### config.mk
export PLATFORM = sky130hd
export DESIGN_NAME = mtsp_bus_responder
export DESIGN_NICKNAME = d
export VERILOG_FILES = /design/src/rtl/mtsp_bus_pkg.sv /design/src/rtl/mtsp_bus_resp_timer.sv /design/src/rtl/mtsp_bus_responder.sv
export SDC_FILE = /design/constraint.sdc
export NUM_CORES = 1
export LEC_CHECK = 0
export CAP_MARGIN = 0
export CORE_AREA = 4 4 215 217
export CTS_BUF_LIST = sky130_fd_sc_hd__clkbuf_4
export DETAILED_ROUTE_END_ITERATION = 16
export DIE_AREA = 0 0 219 221
export HOLD_SLACK_MARGIN = 0.02
export PLACE_DENSITY = 0.45
export SLEW_MARGIN = 20
export SYNTH_ARGS = -nofsm -noshare
export SYNTH_HDL_FRONTEND = slang
export SYNTH_SLANG_ARGS = --single-unit
### constraint.sdc
create_clock -name CLK -period 4.3 [get_ports CLK]
set_clock_uncertainty 0.1 [all_clocks]
set_input_delay 0.86 -clock CLK [delete_from_list [all_inputs] [get_ports CLK]]
set_output_delay 0.86 -clock CLK [all_outputs]
set_load 0.02 [all_outputs]
### src/rtl/mtsp_bus_pkg.sv
// Shared types and constants for the MTSP bus responder: command descriptor layout,
// responder FSM states and default sizes.
package mtsp_bus_pkg;

    localparam int MEM_DESC_W             = 144;
    localparam int DESC_ADDR_W            = 14;
    localparam int DESC_DATA_W            = 128;
    localparam int TIMEOUT_CYCLES_DEFAULT = 256;

    typedef struct packed {
        logic                   rsvd;
        logic                   write;
        logic [DESC_ADDR_W-1:0] addr;
        logic [DESC_DATA_W-1:0] data;
    } mem_desc_t;

    typedef enum logic [1:0] {
        IDLE,
        ISSUE,
        WAIT_RD,
        RESP
    } resp_state_t;

endpackage

### src/rtl/mtsp_bus_resp_timer.sv
// Read-response watchdog: counts cycles while enabled, restarts when cleared and
// flags expiry on the last allowed cycle.
module mtsp_bus_resp_timer #(
    parameter int CYCLES = 256
) (
    input  logic clk,
    input  logic rst_n,
    input  logic clear,
    input  logic enable,
    output logic expire
);

    localparam int CNT_W = (CYCLES > 1) ? $clog2(CYCLES) : 1;

    logic [CNT_W-1:0] count;

    assign expire = enable && (count == CNT_W'(CYCLES - 1));

    always_ff @(posedge clk or negedge rst_n) begin
        if (!rst_n) begin
            count <= '0;
        end else if (clear) begin
            count <= '0;
        end else if (enable && !expire) begin
            count <= count + 1'b1;
        end
    end

endmodule

### src/rtl/mtsp_bus_responder.sv
// Executes MTSP memory-command descriptors one at a time on a single-port external memory.
// Optional read-response timeout is enabled by defining MTSP_BUS_RESP_TIMEOUT_EN.
module mtsp_bus_responder
    import mtsp_bus_pkg::*;
#(
    parameter int ADDR_W         = DESC_ADDR_W,
    parameter int DATA_W         = DESC_DATA_W,
    parameter int TIMEOUT_CYCLES = TIMEOUT_CYCLES_DEFAULT
) (
    input  logic                  CLK,
    input  logic                  nRST,
    input  logic                  mem_command_en,
    input  logic [MEM_DESC_W-1:0] mem_command_desc,
    output logic                  mem_command_valid,
    output logic                  MEM_REQ,
    output logic                  MEM_WE,
    output logic [ADDR_W-1:0]     MEM_ADDR,
    output logic [DATA_W-1:0]     MEM_WDATA,
    input  logic                  MEM_GNT,
    input  logic                  MEM_RVALID,
    input  logic [DATA_W-1:0]     MEM_RDATA,
    output logic                  RD_VALID,
    output logic [DATA_W-1:0]     RD_DATA,
    input  logic                  RD_READY,
    output logic                  RESP_ERR
);

    mem_desc_t   desc;
    resp_state_t state;
    resp_state_t state_next;
    logic        rd_capture;
    logic        rd_timeout;
    logic        rd_expire;
    logic        unused_rsvd;

    assign desc        = mem_desc_t'(mem_command_desc);
    assign unused_rsvd = desc.rsvd;
    assign RD_VALID    = (state == RESP);

`ifdef MTSP_BUS_RESP_TIMEOUT_EN
    logic resp_err;

    mtsp_bus_resp_timer #(
        .CYCLES (TIMEOUT_CYCLES)
    ) u_timer (
        .clk    (CLK),
        .rst_n  (nRST),
        .clear  (state != WAIT_RD),
        .enable (state == WAIT_RD),
        .expire (rd_expire)
    );

    always_ff @(posedge CLK or negedge nRST) begin
        if (!nRST) begin
            resp_err <= 1'b0;
        end else if (rd_timeout) begin
            resp_err <= 1'b1;
        end
    end

    assign RESP_ERR = resp_err;
`else
    logic [31:0] unused_timeout;

    assign unused_timeout = TIMEOUT_CYCLES;
    assign rd_expire      = 1'b0;
    assign RESP_ERR       = 1'b0;
`endif

    // NOTE: every output of a combinational block gets a default first; a path that
    // leaves one unassigned would otherwise infer a latch.
    always_comb begin
        state_next        = state;
        MEM_REQ           = 1'b0;
        MEM_WE            = 1'b0;
        MEM_ADDR          = '0;
        MEM_WDATA         = '0;
        mem_command_valid = 1'b0;
        rd_capture        = 1'b0;
        rd_timeout        = 1'b0;
        case (state)
            IDLE: begin
                if (mem_command_en) state_next = ISSUE;
            end
            ISSUE: begin
                MEM_REQ   = 1'b1;
                MEM_WE    = desc.write;
                MEM_ADDR  = ADDR_W'(desc.addr);
                MEM_WDATA = DATA_W'(desc.data);
                if (MEM_GNT) begin
                    if (desc.write) begin
                        mem_command_valid = mem_command_en;
                        state_next        = IDLE;
                    end else begin
                        state_next = WAIT_RD;
                    end
                end
            end
            WAIT_RD: begin
                // Real data wins over an expiry landing in the same cycle.
                if (MEM_RVALID) begin
                    rd_capture = 1'b1;
                    state_next = RESP;
                end else if (rd_expire) begin
                    rd_timeout = 1'b1;
                    state_next = RESP;
                end
            end
            RESP: begin
                if (RD_READY) begin
                    mem_command_valid = mem_command_en;
                    state_next        = IDLE;
                end
            end
            default: state_next = IDLE;
        endcase
    end

    // NOTE: state and data registers use non-blocking assignments so every flop
    // samples pre-edge values regardless of block ordering.
    always_ff @(posedge CLK or negedge nRST) begin
        if (!nRST) begin
            state   <= IDLE;
            RD_DATA <= '0;
        end else begin
            state <= state_next;
            if (rd_capture) begin
                RD_DATA <= MEM_RDATA;
            end else if (rd_timeout) begin
                RD_DATA <= '0;
            end
        end
    end

endmodule

==> qor.csv <==
metric,value,unit
status,finished clean,
Slew HR,0.446,
post-synthesis mux area share,0.296,
placed insts,1574,
WHS Endpoint,RD_DATA[2]$_DFFE_PN0P_,
wire length per cell,23.4,um
first-pass GRT wire length,51900,um
Die Height,221,um
Worst path max stage delay,680,ps
setup ws final,383,ps
Final min period,3920,ps
cell family contributing the most delay on the critical path,buffers and inverters,
worst skew pair latency,650,ps
hold depth,1,
Psw,3.59,mW
grt ovf,0,
worst-margin pin slew,831,ps
CTS Buffer Depth,2,
leading area contributor after synthesis,dfrtp_1,
reg2reg end,RD_DATA[19]$_DFFE_PN0P_,
post-synth net total,724,
Mapped Cells,446,
Post-Synth Simple-Gate Area,0.146,
die span in x,219,um
"commonest cells after routing, fill and taps aside","clkdlybuf4s50_1 (549), and2_1 (143), dfrtp_1 (130)",
CP bufs+invs,2,
max-cap violations,0,
Total Neg Setup Slack,0,ps
max-slew violations,0,
hold_buf cts,1,
Max IR drop VDD,0.227,mV
CP endpoint kind,primary output,
leakage power,5.52,nW
CTS tree,done,
dpl cell area,0.0126,mm^2
XOR/XNOR share of the synthesized area,0,
worst hold path startpoint,RD_DATA[2]$_DFFE_PN0P_,
Final nets,1280,
Ys Warns,0,
final wirelength,37700,um
CP arrival,2960,ps
DRC errors left,0,
pre-CTS setup slack,929,ps
cell area after layout,0.0129,mm^2
GPL Wtd Cong,0.866,
R2R Setup Slk,1970,ps
share of total power in sequential cells,0.249,
Final Non-Filler Cells,1614,
Comb power frac,0.656,
Synth Area in Compound Gates,0.00232,
Post-DRT Antenna Nets,0,
f_max,255,MHz
CP max stage cell,clkdlybuf4s50_1,
Clock Tree Root,clkbuf_4,
R2R depth,3,
die area,0.0484,mm^2
synth top area cells,"dfrtp_1 (50%), mux2_4 (28%), and2_1 (14%)",
"Distinct cells, synth",20,
H-tree depth,4,
# rows,77,
initial antenna violation count,31,
startpoint types,flip-flop,
starting density of the core,0.147,
RSZ-0062 raised after global routing,no,
fin crit share,0.911,
"Setup violations, final",0,
# fillers,4684,
CTS Buf Count,17,
DR vias,5822,
CP required,3340,ps
Num Clock Sinks,130,
core area,0.0441,mm^2
DRT Pass-1 Iters,4,
Post-CTS Resized,0,
CP Cell Sequence,nor2b_4 > buf_12 > and2_1 > clkdlybuf4s50_1,
port bufs,550,
post-DP HPWL,30900,um
Crit Path Category,flip-flop to primary output,
largest net degree at the start of global routing,74,
"commonest non-fill, non-tap cell in the layout",clkdlybuf4s50_1,
multi-input logic area,0.00289,mm^2
synthesized flop and latch total,130,
First DRT Iteration DRCs,215,
vias per inst,3.61,
Synth Area in Adders,0,
synthesized area,0.00648,mm^2
Crit Path Max Fanout,44,
Power Density,689,mW/mm^2
Int Power,5.26,mW
sequential cell area fraction in the yosys report,0.502,
Hold WC Path Type,flip-flop to flip-flop,
clock slew at reported path FFs,140,ps
Mapped Avg Cell Area,14.5,um^2
clock group share of total power,0.094,
global-route usage over all layers,0.154,
Layout area overhead,98.2,%
Post-CTS Repair Setup Buffers,0,
storage element area,0.00325,mm^2
final hold vios,0,
proportion of layout cells with a drive suffix above 1,0.175,
vias in the first global route,6376,
main combinational cell family by area after synthesis,multiplexers,
io pins,553,
Sw Share,0.405,
Synth top area share,0.502,
## worst max path at each step
stage / from / to / slack, ps / depth (start not counted)
CTS: flip-flop / MEM_WDATA[20] / 170 / 4
detailed placement: mem_command_desc[142] / mem_command_valid / 930 / 4
finish: flip-flop / MEM_WDATA[20] / 380 / 4
global route: state[0]$_DFFE_PN0P_ / MEM_WDATA[7] / 90 / 4
floorplan: MEM_GNT / mem_command_valid / 2040 / 2
global placement: mem_command_desc[142] / mem_command_valid / 950 / 4
## state kept, by name (all words and copies together), names as in the netlist, named ones only
| signal | flops |
|---|---|
| state | 1 |
| RD_DATA | 128 |
## area by class of cell
cell class,instances,share of cell area
diodes,9,0.00175
flip-flops and latches,130,0.253
well taps,592,0.0576
multi-input cells,282,0.225
clock buffers,17,0.00993
inverters,3,0.000876
repair buffers,568,0.443
clock inverters,13,0.00876
## cell families after synthesis
kind of cell    after synthesis
simple gates                150
buf+inv                      34
other cells                   1
mux                         129
flops                       130
compound gates                2
## Yosys cell counts
cell type and number:
a21oi_1 1, and2_2 1, mux2_2 8, mux2_4 120
buf_12 11, inv_1 3, nand3b_1 1, nand3b_4 1
buf_2 1, and2_1 143, buf_4 3, conb_1 1
clkbuf_2 5, buf_6 3, a32o_1 1, nand2_1 3
clkbuf_1 8, mux4_1 1, nor2b_1 1, dfrtp_1 130
## per-layer routing
metal / part of all wire / routed length (um) / track usage
met5: 0.0015 / 55 / 0
met4: 0.019 / 719 / 0.0428
met3: 0.13 / 5030 / 0.0971
met2: 0.53 / 19900 / 0.283
met1: 0.32 / 12000 / 0.140
## per-stage QoR
| step | power [mW] | utilization | hold WS (ps) |
|---|---|---|---|
| after global routing | 9.38 | 0.291 | 432 |
| after CTS | 9.04 | 0.291 | 423 |
| after detailed placement | 8.08 | 0.285 | 391 |
| after floorplan | 5.20 | - | 464 |
| after global placement | 8.11 | 0.285 | 389 |
| final | 8.85 | 0.291 | 420 |
## power groups by stage
stage               Combinational [mW]  Clock, mW  Sequential (mW)
floorplan                         2.25          0             2.95
global placement                  5.90          0             2.21
detailed placement                5.85          0             2.23
CTS                               5.90      0.932             2.21
global route                      6.12      0.965             2.29
finish                            5.81      0.836             2.21
Note: power is estimated with default switching activity, not from simulation.
